File: src/rtl/dma_pkg.sv
// dma_pkg: shared types and constants for the DMA burst controller.
package dma_pkg;

  localparam int ADDR_W_DEF = 16;

  localparam logic DIR_RD = 1'b0;  // RAM -> output stream
  localparam logic DIR_WR = 1'b1;  // input stream -> RAM

  typedef enum logic [2:0] {
    IDLE,
    RD_RUN,
    RD_DRAIN,
    WR_RUN,
    DONE
  } dma_state_e;

endpackage

File: src/rtl/dma_sync_fifo.sv
// dma_sync_fifo: small synchronous FIFO with combinational head read.
// DEPTH must be a power of two so the pointers wrap naturally.
module dma_sync_fifo #(
  parameter int W     = 8,
  parameter int DEPTH = 4
) (
  input  logic                     clk,
  input  logic                     RST,
  input  logic                     push_i,
  input  logic [W-1:0]             wdata_i,
  input  logic                     pop_i,
  output logic [W-1:0]             rdata_o,
  output logic [$clog2(DEPTH):0]   count_o,
  output logic                     full_o,
  output logic                     empty_o
);

  localparam int AW   = $clog2(DEPTH);
  localparam int CNTW = AW + 1;

  logic [DEPTH-1:0][W-1:0] mem_q;
  logic [AW-1:0]           wr_ptr_q, rd_ptr_q;
  logic [CNTW-1:0]         cnt_q;
  logic                    do_push, do_pop;

  assign full_o  = (cnt_q == CNTW'(DEPTH));
  assign empty_o = (cnt_q == '0);
  assign do_pop  = pop_i && !empty_o;
  // Push into a full FIFO is accepted only when a pop frees the slot this cycle.
  assign do_push = push_i && (!full_o || do_pop);
  assign rdata_o = mem_q[rd_ptr_q];
  assign count_o = cnt_q;

  // Storage, pointers and occupancy; storage is cleared so the head reads 0 after reset.
  always_ff @(posedge clk or posedge RST) begin
    if (RST) begin
      mem_q    <= '0;
      wr_ptr_q <= '0;
      rd_ptr_q <= '0;
      cnt_q    <= '0;
    end else begin
      if (do_push) begin
        mem_q[wr_ptr_q] <= wdata_i;
        wr_ptr_q        <= wr_ptr_q + AW'(1);
      end
      if (do_pop) rd_ptr_q <= rd_ptr_q + AW'(1);
      case ({do_push, do_pop})
        2'b10:   cnt_q <= cnt_q + CNTW'(1);
        2'b01:   cnt_q <= cnt_q - CNTW'(1);
        default: cnt_q <= cnt_q;
      endcase
    end
  end

endmodule

File: src/rtl/dma_burst_ctrl.sv
// dma_burst_ctrl: burst engine between the byte-wide RAM and the CNN streams.
// dir=0 streams RAM bytes out through a credit-limited FIFO, dir=1 writes
// streamed bytes to RAM. Optional build macro DMA_CHECKSUM_EN adds a mod-256
// checksum output of the bytes transferred.
module dma_burst_ctrl
  import dma_pkg::*;
#(
  parameter int ADDR_W     = ADDR_W_DEF,
  parameter int RD_LAT     = 1,
  parameter int FIFO_DEPTH = 4
) (
  input  logic              clk,
  input  logic              RST,
  input  logic              start,
  input  logic              dir,
  input  logic [ADDR_W-1:0] base_addr,
  input  logic [ADDR_W-1:0] length,
  output logic              busy,
  output logic              done,
  output logic [ADDR_W-1:0] mem_address,
  output logic              mem_read_signal,
  output logic              mem_write_signal,
  output logic [7:0]        mem_data,
  input  logic [7:0]        mem_dataout,
  input  logic [7:0]        s_in_data,
  input  logic              s_in_valid,
  output logic              s_in_ready,
  output logic [7:0]        m_out_data,
  output logic              m_out_valid,
  input  logic              m_out_ready
`ifdef DMA_CHECKSUM_EN
  ,
  output logic [7:0]        checksum
`endif
);

  localparam int CNTW = $clog2(FIFO_DEPTH) + 1;
  localparam int CW   = CNTW + 1;  // holds fifo_count + inflight without overflow

  dma_state_e        state_q;
  logic [ADDR_W-1:0] cur_addr_q, rem_q, addr_q;
  logic              busy_q, done_q, rd_q, wr_q;
  logic [7:0]        wdata_q;
  logic [RD_LAT-1:0] rd_pipe_q;

  logic [CNTW-1:0]   fifo_count;
  logic              fifo_full, fifo_empty;
  logic [7:0]        fifo_head;
  logic [CW-1:0]     inflight;
  logic              issue, push, pop, s_rdy, s_acc;

  // Read credit, stream handshakes and pipeline maturity.
  always_comb begin
    inflight = '0;
    for (int i = 0; i < RD_LAT; i++) inflight = inflight + CW'(rd_pipe_q[i]);
    issue = (state_q == RD_RUN) && (rem_q != '0) && !fifo_full &&
            ((CW'(fifo_count) + inflight) < CW'(FIFO_DEPTH));
    push  = rd_pipe_q[RD_LAT-1];
    pop   = !fifo_empty && m_out_ready;
    s_rdy = (state_q == WR_RUN) && (rem_q != '0);
    s_acc = s_rdy && s_in_valid;
  end

  // Control FSM with registered strobes, address, write data, busy and done.
  always_ff @(posedge clk or posedge RST) begin
    if (RST) begin
      state_q    <= IDLE;
      cur_addr_q <= '0;
      rem_q      <= '0;
      addr_q     <= '0;
      busy_q     <= 1'b0;
      done_q     <= 1'b0;
      rd_q       <= 1'b0;
      wr_q       <= 1'b0;
      wdata_q    <= '0;
    end else begin
      done_q <= 1'b0;
      rd_q   <= 1'b0;
      wr_q   <= 1'b0;
      case (state_q)
        IDLE: begin
          if (start) begin
            cur_addr_q <= base_addr;
            rem_q      <= length;
            if (length == '0) begin
              state_q <= DONE;
              done_q  <= 1'b1;
            end else begin
              state_q <= (dir == DIR_WR) ? WR_RUN : RD_RUN;
              busy_q  <= 1'b1;
            end
          end
        end
        RD_RUN: begin
          if (issue) begin
            rd_q       <= 1'b1;
            addr_q     <= cur_addr_q;
            cur_addr_q <= cur_addr_q + ADDR_W'(1);
            rem_q      <= rem_q - ADDR_W'(1);
            if (rem_q == ADDR_W'(1)) state_q <= RD_DRAIN;
          end
        end
        RD_DRAIN: begin
          if (inflight == '0 && fifo_empty) begin
            state_q <= DONE;
            done_q  <= 1'b1;
            busy_q  <= 1'b0;
          end
        end
        WR_RUN: begin
          if (s_acc) begin
            wr_q       <= 1'b1;
            addr_q     <= cur_addr_q;
            wdata_q    <= s_in_data;
            cur_addr_q <= cur_addr_q + ADDR_W'(1);
            rem_q      <= rem_q - ADDR_W'(1);
          end
          // rem_q reaches 0 on the last accept; its write strobe is high this cycle.
          if (rem_q == '0) begin
            state_q <= DONE;
            done_q  <= 1'b1;
            busy_q  <= 1'b0;
          end
        end
        DONE:    state_q <= IDLE;
        default: state_q <= IDLE;
      endcase
    end
  end

  // Tracks issued reads until their data is capturable from the RAM.
  always_ff @(posedge clk or posedge RST) begin
    if (RST) begin
      rd_pipe_q <= '0;
    end else begin
      rd_pipe_q[0] <= issue;
      for (int i = 1; i < RD_LAT; i++) rd_pipe_q[i] <= rd_pipe_q[i-1];
    end
  end

  dma_sync_fifo #(
    .W     (8),
    .DEPTH (FIFO_DEPTH)
  ) u_rd_fifo (
    .clk     (clk),
    .RST     (RST),
    .push_i  (push),
    .wdata_i (mem_dataout),
    .pop_i   (pop),
    .rdata_o (fifo_head),
    .count_o (fifo_count),
    .full_o  (fifo_full),
    .empty_o (fifo_empty)
  );

  assign busy             = busy_q;
  assign done             = done_q;
  assign mem_address      = addr_q;
  assign mem_read_signal  = rd_q;
  assign mem_write_signal = wr_q;
  assign mem_data         = wdata_q;
  assign s_in_ready       = s_rdy;
  assign m_out_data       = fifo_head;
  assign m_out_valid      = !fifo_empty;

`ifdef DMA_CHECKSUM_EN
  logic [7:0] csum_q, csum_d;

  // Running sum of popped (read) or accepted (write) bytes, cleared per command.
  always_comb begin
    csum_d = csum_q;
    if (state_q == IDLE && start) csum_d = '0;
    else if (pop)                 csum_d = csum_q + fifo_head;
    else if (s_acc)               csum_d = csum_q + s_in_data;
  end

  // Checksum register.
  always_ff @(posedge clk or posedge RST) begin
    if (RST) csum_q <= '0;
    else     csum_q <= csum_d;
  end

  assign checksum = csum_q;
`endif

endmodule

File: config.mk
export PLATFORM = sky130hd
export DESIGN_NAME = dma_burst_ctrl
export DESIGN_NICKNAME = d
export VERILOG_FILES = /design/src/rtl/dma_pkg.sv /design/src/rtl/dma_sync_fifo.sv /design/src/rtl/dma_burst_ctrl.sv
export SDC_FILE = /design/constraint.sdc
export NUM_CORES = 1
export LEC_CHECK = 0
export CAP_MARGIN = 20
export CORE_MARGIN = 1.5
export CORE_UTILIZATION = 40
export DETAILED_ROUTE_END_ITERATION = 16
export GPL_TIMING_DRIVEN = 0
export RECOVER_POWER = 50
export SYNTH_ARGS = -nofsm -noshare
export SYNTH_HDL_FRONTEND = slang
export SYNTH_SLANG_ARGS = --single-unit
File: constraint.sdc
create_clock -name clk -period 5.2 [get_ports clk]
set_input_delay 0.78 -clock clk [delete_from_list [all_inputs] [get_ports clk]]
set_output_delay 0.78 -clock clk [all_outputs]
set_load 0.01 [all_outputs]
==> results.py, run 1 <==
metrics = {
    "status": {
        "status": "complete, but fails checks",
        "failed_checks": "max-capacitance violations, max-slew violations",
    },
    "critical_path": {
        "cp_data_required_time_ps": 4420,
        "endpoint": "s_in_ready",
        "path_buf_inv": 4,
        "slowest_stage": "clkdlybuf4s50_1",
        "ff2ff_path_depth": 7,
        "r2r_slack_ps": 2590,
        "crit_path_start": "rem_q[10]",
        "worst_setup_path_end_kind": "primary output",
        "path_cells": "or3_1 -> clkbuf_1 -> nor4_2 -> and3_1 -> buf_2 -> nor2_1 -> nand2_1 -> inv_1 -> clkdlybuf4s50_1",
        "max_stage_delay_ps": 470,
        "critPathMaxFanout": 6,
        "crit_family": "simple AND/OR/NAND/NOR gates",
        "r2r-start": "rem_q[10]",
        "critical_path_class": "reg2out",
        "start_kind": "register",
        "cp.depth": 9,
        "crit_arrival_ps": 2880,
        "reg2reg_to": "rem_q[11]",
    },
    "cts": {
        "post_cts_buffers": 0,
        "cts_buffer_depth": 2,
        "htree_levels": 3,
        "clock_latency_ps": 350,
        "numCtsBuffers": 9,
        "post_cts_resized": 0,
        "cts_tree": "done",
        "hold_buffers": 0,
        "cts_root_buffer": "clkbuf_16",
        "clock-sinks": 103,
        "clkTransAtPathRegs_ps": 70,
    },
    "power_and_ir_drop": {
        "power.switching_mw": 1.36,
        "p_sw_share_pct": 36.6,
        "pwr-share-seq_pct": 38.2,
        "internal_power_mw": 2.36,
        "combPwrFrac_pct": 43.3,
        "leakage_nw": 2.68,
        "ir_drop_mv": 0.194,
        "clock_power_share_pct": 18.5,
        "powerDensity_nw_per_um2": 572,
    },
    "floorplan": {
        "die_area_um2": 13400,
        "initial_core_util_pct": 41.6,
        "chipWidth_um": 116,
        "placementRows": 40,
        "pin_count": 92,
        "core_area_um2": 12200,
        "die_h_um": 116,
    },
    "cells_and_area": {
        "fin_nets": 618,
        "regArea_um2": 2580,
        "n_antenna_cell": 0,
        "syn_to_final_growth_pct": 28.0,
        "finalInstanceArea_um2": 6500,
        "fillers": 1117,
        "multiInputGateArea_um2": 2350,
        "drive_above_1_share_pct": 17.9,
    },
    "global_route": {
        "grt-ovfl-total": 0,
        "grt_pass1_vias": 3961,
        "antenna_found_initial": 0,
        "grt_pass1_wl_um": 20300,
        "grt_usage_pct": 19.9,
        "grt_max_degree": 60,
    },
    "routing": {
        "drt_pass1_iterations": 6,
        "drt_first_iter_violations": 266,
        "vias": 3963,
        "via_per_inst": 5.44,
        "avgRoutedWirePerCell_um": 17.3,
        "wl_um": 12600,
        "drc": 0,
        "ant_nets": 0,
    },
    "yosys": {
        "synthDistinctLibCells": 58,
        "syn_nets": 515,
        "netlist_instances": 452,
        "yosys-top-cells-area": "dfrtp_1 (51%), mux2_2 (12%), mux4_2 (3.5%), a21oi_1 (3.4%), o21ai_0 (2.5%)",
        "synth_top_area_share_pct": 50.7,
        "syn_area_um2": 5080,
        "ys_ff_latch": 103,
        "synth_ff_type": "dfrtp_1",
        "avgSynthCellArea_um2": 11.2,
        "yosysSeqAreaShare_pct": 50.7,
        "synth_commonest_cells": "dfrtp_1 (103), mux2_2 (56), a21oi_1 (35)",
        "synth_warnings": 0,
        "yosysTopAreaCell": "dfrtp_1",
        "yosysMostFrequentCell": "dfrtp_1",
        "synth_edf_count": 0,
        "synth-async-reset-ratio_pct": 100,
    },
    "timing": {
        "fin_crit_sh_pct": 70.4,
        "hold_viol_final": 0,
        "setup_viol": 0,
        "rsz0062_at_grt": "false",
        "worst_pin_slew_ps": 2000,
        "fmax_mhz": 273,
        "holdWs_ps": 499,
        "finalCriticalPeriod_ps": 3660,
        "finClkSkew_ps": 10.4,
        "setup_tns_ps": 0,
        "slew_headroom_pct": -34.3,
        "slew_viol_final": 46,
    },
    "place": {
        "portBuffers": 91,
        "place_area_um2": 6230,
        "dp_hpwl_um": 8870,
        "gp_congestion": 0.864,
    },
    "worst_hold_path": {
        "hold_path.class": "reg2reg",
    },
    "flow_run": {
        "cap_violations": 1,
    },
}
layout make-up:
type	count	share of cell area [%]
flip-flops and latches	103	39.6
multi-input cells	311	36.1
repair buffers	92	14.1
clock buffers	9	3.46
well taps	168	3.23
plain buffers	23	1.50
clock inverters	7	1.10
inverters	15	0.885
metal layers:
| layer | share of wire, % | vias up | GRT usage (%) |
|---|---|---|---|
| li1 | - | 1866 | - |
| met1 | 44 | 1964 | 26.1 |
| met2 | 50 | 119 | 33.3 |
| met3 | 5.4 | 14 | 3.45 |
| met4 | 1.4 | 0 | 7.07 |
| met5 | 0 | - | 0 |
worst min path at each step:
stage                         from                  end  slack, ps  cells past startpoint
6_report                 rem_q[15]            rem_q[15]        500                      2
5_1_grt        u_rd_fifo.mem_q[27]  u_rd_fifo.mem_q[27]        520                      1
4_1_cts        u_rd_fifo.mem_q[27]  u_rd_fifo.mem_q[27]        510                      1
3_5_place_dp             rem_q[15]            rem_q[15]        480                      2
3_3_place_gp   u_rd_fifo.mem_q[18]  u_rd_fifo.mem_q[18]        480                      1
2_1_floorplan            rem_q[15]            rem_q[15]        460                      2
worst reg2reg max path, delay by kind of cell (launching register included):
kind / cells / cell delay, ps
flip-flops: 1 / 430
buffers and inverters: 2 / 490
AO/OA/AOI/OAI: 2 / 420
AND/OR/NAND/NOR: 3 / 1150
power by group through the flow:
stage / sequential, mW / combinational, mW / clock [mW]
global route: 1.47 / 1.77 / 0.739
global placement: 1.42 / 1.60 / 0
CTS: 1.42 / 1.65 / 0.703
floorplan: 1.41 / 1.00 / 0
detailed placement: 1.43 / 1.64 / 0
finish: 1.42 / 1.61 / 0.688
cell families (layout without fill, tap and decap cells):
logic type	after synthesis	after routing	synth area share (%)
and+or+nand+nor	118	118	12.6
AOI/OAI and AO/OA	111	111	13.7
DFF	103	103	50.7
muxes	68	68	16.7
buffers and inverters	38	146	3.03
adders and majority gates	9	9	2.36
xor gates and xnor gates	5	5	0.862
per-stage QoR:
step / power (mW) / setup WS, ps / utilization (%) / std cells
final: 3.72 / 1540 / 53.3 / 728
after global routing: 3.98 / 1070 / 53.3 / 728
after CTS: 3.77 / 1540 / 53.5 / 728
after detailed placement: 3.07 / 1930 / 51.0 / 712
after global placement: 3.02 / 73.1 / 50.8 / 711
after floorplan: 2.41 / 1720 / - / 452
sequential cells by signal, indices dropped and copies added (netlist names):
signal and count:
state_q 3, u_rd_fifo.wr_ptr_q 2, mem_address 16, u_rd_fifo.count_o 3, done 1, mem_read_signal 1, u_rd_fifo.rd_ptr_q 2, busy 1
mem_data 8, cur_addr_q 16, rem_q 16, mem_write_signal 1, u_rd_fifo.mem_q 32, push 1
layout by cell type (no fill, tap or decap), drive strengths merged, types with 3 or more instances in the layout:
master / n
nor4: 6
o21a: 3
o22ai: 12
or3: 6
clkdlybuf4s50: 75
nand2b: 4
a21oi: 35
dfrtp: 103
clkinv: 4
inv: 16
nor2b: 4
buf: 7
nand4: 5
nor3b: 4
o211ai: 4
mux2i: 4
nor2: 15
a2bb2oi: 5
clkbuf: 26
and4: 3
o41a: 3
mux2: 56
o21ai: 28
nand3: 15
nand2: 33
a31oi: 5
nor3: 13
dlygate4sd3: 16
xnor2: 5
ha: 8
mux4: 8
and2: 4
Note: power is estimated with default switching activity, not from simulation.
==> run 2, diff against run 1 <==
Clock period 5.2 ns to 3.6 ns, I/O delays scaled along.
==> results.py, run 2 (synthesized netlist as in run 1, its figures left out) <==
metrics = {
    "worst_hold_path": {
        "hold_depth": 2,
        "min_to": "rem_q[15]",
        "hold_path.class": "reg2reg",
        "hp-start": "rem_q[15]",
    },
    "critical_path": {
        "crit_path_start": "rem_q[10]",
        "critPathMaxFanout": 6,
        "r2r-start": "rem_q[10]",
        "max_stage_delay_ps": 470,
        "slowest_stage": "clkdlybuf4s50_1",
        "crit_family": "simple AND/OR/NAND/NOR gates",
        "cp.depth": 9,
        "reg2reg_to": "rem_q[11]",
        "worst_setup_path_end_kind": "primary output",
        "ff2ff_path_depth": 7,
        "critical_path_class": "reg2out",
        "cp_data_required_time_ps": 3060,
        "crit_arrival_ps": 2880,
        "r2r_slack_ps": 990,
        "path_buf_inv": 4,
        "start_kind": "register",
        "path_cells": "or3_1 -> clkbuf_1 -> nor4_2 -> and3_1 -> buf_2 -> nor2_1 -> nand2_1 -> inv_1 -> clkdlybuf4s50_1",
    },
    "flow_run": {
        "cap_violations": 1,
    },
    "place": {
        "place_area_um2": 6230,
        "dp_slack_ps": 572,
        "gp_congestion": 0.864,
        "portBuffers": 91,
        "dp.cells": 712,
        "dp_hpwl_um": 8870,
    },
    "global_route": {
        "grt_usage_pct": 19.9,
        "grt-busiest-layer": "met2",
        "antenna_found_initial": 0,
        "grt_max_degree": 60,
        "met1_usage_pct": 26.1,
        "grt_pass1_vias": 3961,
        "grt_pass1_wl_um": 20300,
        "use_met3_pct": 3.45,
        "grt-ovfl-total": 0,
        "globalRouteMet2Util_pct": 33.3,
    },
    "timing": {
        "holdWs_ps": 499,
        "finalCriticalPeriod_ps": 3420,
        "worst_pin_slew_ps": 2000,
        "slew_headroom_pct": -34.3,
        "finClkSkew_ps": 10.4,
        "fmax_mhz": 292,
        "setup_slack_ps": 180,
        "hold_viol_final": 0,
        "rsz0062_at_grt": "false",
        "slew_viol_final": 46,
        "fin_crit_sh_pct": 95.0,
        "setup_viol": 0,
    },
    "status": {
        "status": "complete, but fails checks",
        "failed_checks": "max-capacitance violations, max-slew violations",
    },
    "cells_and_area": {
        "drive_above_1_share_pct": 17.9,
        "fillers": 1116,
        "syn_to_final_growth_pct": 28.1,
        "final_cell_mix": "dfrtp_1 (103), clkdlybuf4s50_1 (75), mux2_2 (56)",
        "final_cells": 728,
        "top_register": "u_rd_fifo.mem_q",
        "n_antenna_cell": 0,
        "finalInstanceArea_um2": 6510,
        "fin_util_pct": 53.3,
        "mostFrequentLayoutCell": "dfrtp_1",
        "largest_register_ffs": 32,
        "fin_nets": 618,
    },
    "floorplan": {
        "pin_count": 92,
        "die_area_um2": 13400,
        "placementRows": 40,
        "initial_core_util_pct": 41.6,
        "core_area_um2": 12200,
        "chipWidth_um": 116,
        "die_h_um": 116,
    },
    "cts": {
        "htree_levels": 3,
        "clock_latency_ps": 350,
        "clock-sinks": 103,
        "post_cts_buffers": 0,
        "hold_buffers": 0,
        "cts_root_buffer": "clkbuf_16",
        "numCtsBuffers": 9,
        "post_cts_resized": 0,
        "clkTransAtPathRegs_ps": 70,
        "cts_tree": "done",
        "cts_buffer_depth": 2,
    },
    "routing": {
        "vias": 3963,
        "drt_pass1_iterations": 6,
        "ant_nets": 0,
        "drc": 0,
        "avgRoutedWirePerCell_um": 17.3,
        "wl_um": 12600,
        "drt_first_iter_violations": 266,
        "via_per_inst": 5.44,
    },
    "power_and_ir_drop": {
        "leakage_nw": 2.68,
        "powerDensity_nw_per_um2": 826,
        "ir_drop_mv": 0.281,
    },
}
## run 2: power breakdown
part	leakage, nW	internal, mW	switching (mW)
Sequential	1.26	1.67	0.376
Combinational	1.27	1.19	1.14
Clock	0.150	0.542	0.452
Total	2.68	3.41	1.97
## run 2: worst min-delay path, stage by stage, from the launching register on
cell and delay [ps]:
dfrtp_1 340, o21ai_1 60, o21ai_1 60
## run 2: per-stage QoR
step                      power [mW]  TNS, ps
after detailed placement        4.44        0
final                           5.37        0
after CTS                       5.45        0
after global routing            5.75        0
after global placement          4.36  -131780
after floorplan                 3.49        0
## run 2: cell type report
type / count / area [um^2] / area share (%)
Buffer: 23 / 97.6 / 1.50
Clock buffer: 9 / 225 / 3.46
Clock inverter: 7 / 71.3 / 1.10
Inverter: 15 / 57.6 / 0.885
Multi-Input combinational cell: 311 / 2350 / 36.1
Sequential cell: 103 / 2580 / 39.6
Tap cell: 168 / 210 / 3.23
Timing Repair Buffer: 92 / 918 / 14.1
## run 2: worst max-delay path by stage
| stage | endpoint | slack, ps |
|---|---|---|
| after CTS | s_in_ready | 180 |
| after detailed placement | s_in_ready | 570 |
| after floorplan | busy | 360 |
| final | s_in_ready | 180 |
| after global placement | mem_data[5] | -1290 |
| after global routing | s_in_ready | 50 |
## run 2: metal layers
| metal | routed length, um | up-vias |
|---|---|---|
| met5 | 0 | - |
| met4 | 175 | 0 |
| met3 | 677 | 14 |
| met2 | 6230 | 119 |
| met1 | 5490 | 1964 |
| li1 | - | 1866 |
==> run 3, diff against run 2 <==
Settings changed: SETUP_SLACK_MARGIN from default to 0.4.
==> results.py, run 3 (synthesized netlist as in run 1, its figures left out) <==
metrics = {
    "critical_path": {
        "critPathMaxFanout": 6,
        "start_kind": "register",
        "reg2reg_to": "rem_q[7]",
        "cp_data_required_time_ps": 3060,
        "worst_setup_path_end_kind": "primary output",
        "r2r_slack_ps": 1060,
        "r2r-start": "rem_q[6]",
        "ff2ff_path_depth": 7,
        "critical_path_class": "reg2out",
        "crit_arrival_ps": 2460,
    },
    "worst_hold_path": {
        "hp-start": "u_rd_fifo.mem_q[10]",
        "hold_path.class": "reg2reg",
        "min_to": "u_rd_fifo.mem_q[10]",
        "hold_depth": 1,
    },
    "cells_and_area": {
        "mostFrequentLayoutCell": "dfrtp_1",
        "fin_util_pct": 53.6,
        "fillers": 1166,
        "top_register": "u_rd_fifo.mem_q",
        "multiInputGateArea_um2": 2360,
        "finalInstanceArea_um2": 6540,
        "final_cell_mix": "dfrtp_1 (103), clkdlybuf4s50_1 (74), mux2_2 (56)",
        "n_antenna_cell": 0,
        "syn_to_final_growth_pct": 28.7,
        "drive_above_1_share_pct": 18.1,
        "fin_nets": 621,
        "largest_register_ffs": 32,
        "regArea_um2": 2580,
    },
    "cts": {
        "numCtsBuffers": 9,
        "clock-sinks": 103,
        "clkTransAtPathRegs_ps": 70,
        "cts_tree": "done",
        "cts_buffer_depth": 2,
        "clock_latency_ps": 350,
        "htree_levels": 3,
        "hold_buffers": 0,
        "cts_root_buffer": "clkbuf_16",
    },
    "global_route": {
        "antenna_found_initial": 0,
        "grt_pass1_wl_um": 20500,
        "grt_usage_pct": 20.0,
        "grt-ovfl-total": 0,
        "grt_max_degree": 39,
        "grt_pass1_vias": 4029,
    },
    "timing": {
        "hold_viol_final": 0,
        "finClkSkew_ps": 7.11,
        "fin_crit_sh_pct": 83.2,
        "rsz0062_at_grt": "false",
        "setup_slack_ps": 605,
        "setup_viol": 0,
        "setup_tns_ps": 0,
        "slew_viol_final": 36,
        "slew_headroom_pct": -10.9,
        "fmax_mhz": 334,
        "worst_pin_slew_ps": 1650,
        "finalCriticalPeriod_ps": 3000,
    },
    "flow_run": {
        "cap_violations": 1,
    },
    "floorplan": {
        "chipWidth_um": 116,
        "placementRows": 40,
        "core_area_um2": 12200,
        "pin_count": 92,
        "initial_core_util_pct": 41.6,
        "die_h_um": 116,
        "die_area_um2": 13400,
    },
    "status": {
        "failed_checks": "max-capacitance violations, max-slew violations",
        "status": "complete, but fails checks",
    },
    "place": {
        "place_area_um2": 6240,
        "portBuffers": 91,
        "dp_slack_ps": 593,
        "gp_congestion": 0.862,
        "dp_hpwl_um": 8920,
    },
    "power_and_ir_drop": {
        "powerDensity_nw_per_um2": 820,
        "ir_drop_mv": 0.429,
        "leakage_nw": 2.70,
        "p_total_mw": 5.36,
    },
    "routing": {
        "avgRoutedWirePerCell_um": 17.2,
        "wl_um": 12600,
        "drc": 0,
        "ant_nets": 0,
        "vias": 3975,
        "drt_first_iter_violations": 170,
        "drt_pass1_iterations": 4,
        "via_per_inst": 5.45,
    },
}
[run 3: worst max-delay path by stage]
| stage | start | end | slack, ps | depth (start not counted) |
|---|---|---|---|---|
| 5_1_grt | rem_q[5] | s_in_ready | 460 | 8 |
| 2_1_floorplan | rem_q[10] | s_in_ready | 1300 | 8 |
| 3_5_place_dp | rem_q[10] | s_in_ready | 590 | 9 |
| 3_3_place_gp | rem_q[10] | s_in_ready | 580 | 9 |
| 4_1_cts | rem_q[6] | s_in_ready | 590 | 8 |
| 6_report | rem_q[6] | s_in_ready | 600 | 8 |
[run 3: timing repair]
item | in CTS | in global routing
endpoints found under the setup margin | 1 | 0
buffers inserted | 2 | 0
resized for setup | 3 | 0
[run 3: final cells by class]
cell class | count | share of cell area, %
plain buffers | 23 | 1.53
clock buffers | 9 | 3.44
clock inverters | 6 | 0.957
inverters | 15 | 0.880
multi-input cells | 311 | 36.0
flip-flops and latches | 103 | 39.4
well taps | 168 | 3.21
repair buffers | 95 | 14.5
[run 3: metal layers]
layer | up-vias | part of all wire (%) | track usage (%)
li1 | 1877 | - | -
met5 | - | 0 | 0
met4 | 0 | 1.0 | 6.42
met1 | 1980 | 46 | 25.6
met3 | 9 | 4.7 | 4.50
met2 | 109 | 49 | 34.0
[run 3: worst max-delay path: stages (launching register included)]
cell and delay, ps:
dfrtp_1 400, or4_4 570, nor4_4 300, and3_1 190, buf_4 140, nor2_1 70, nand2_1 120, inv_1 50
dlygate4sd2_1 270
[run 3: per-stage QoR]
step	std cells	hold slack, ps
floorplan	452	456
detailed placement	713	487
CTS	730	504
finish	730	500
global placement	711	482
global route	730	519
[run 3: power breakdown]
part / internal [mW] / total, mW / leakage, nW / switching, mW
registers: 1.68 / 2.05 / 1.26 / 0.372
logic: 1.20 / 2.35 / 1.29 / 1.15
clock network: 0.534 / 0.962 / 0.145 / 0.428
total: 3.41 / 5.36 / 2.70 / 1.95
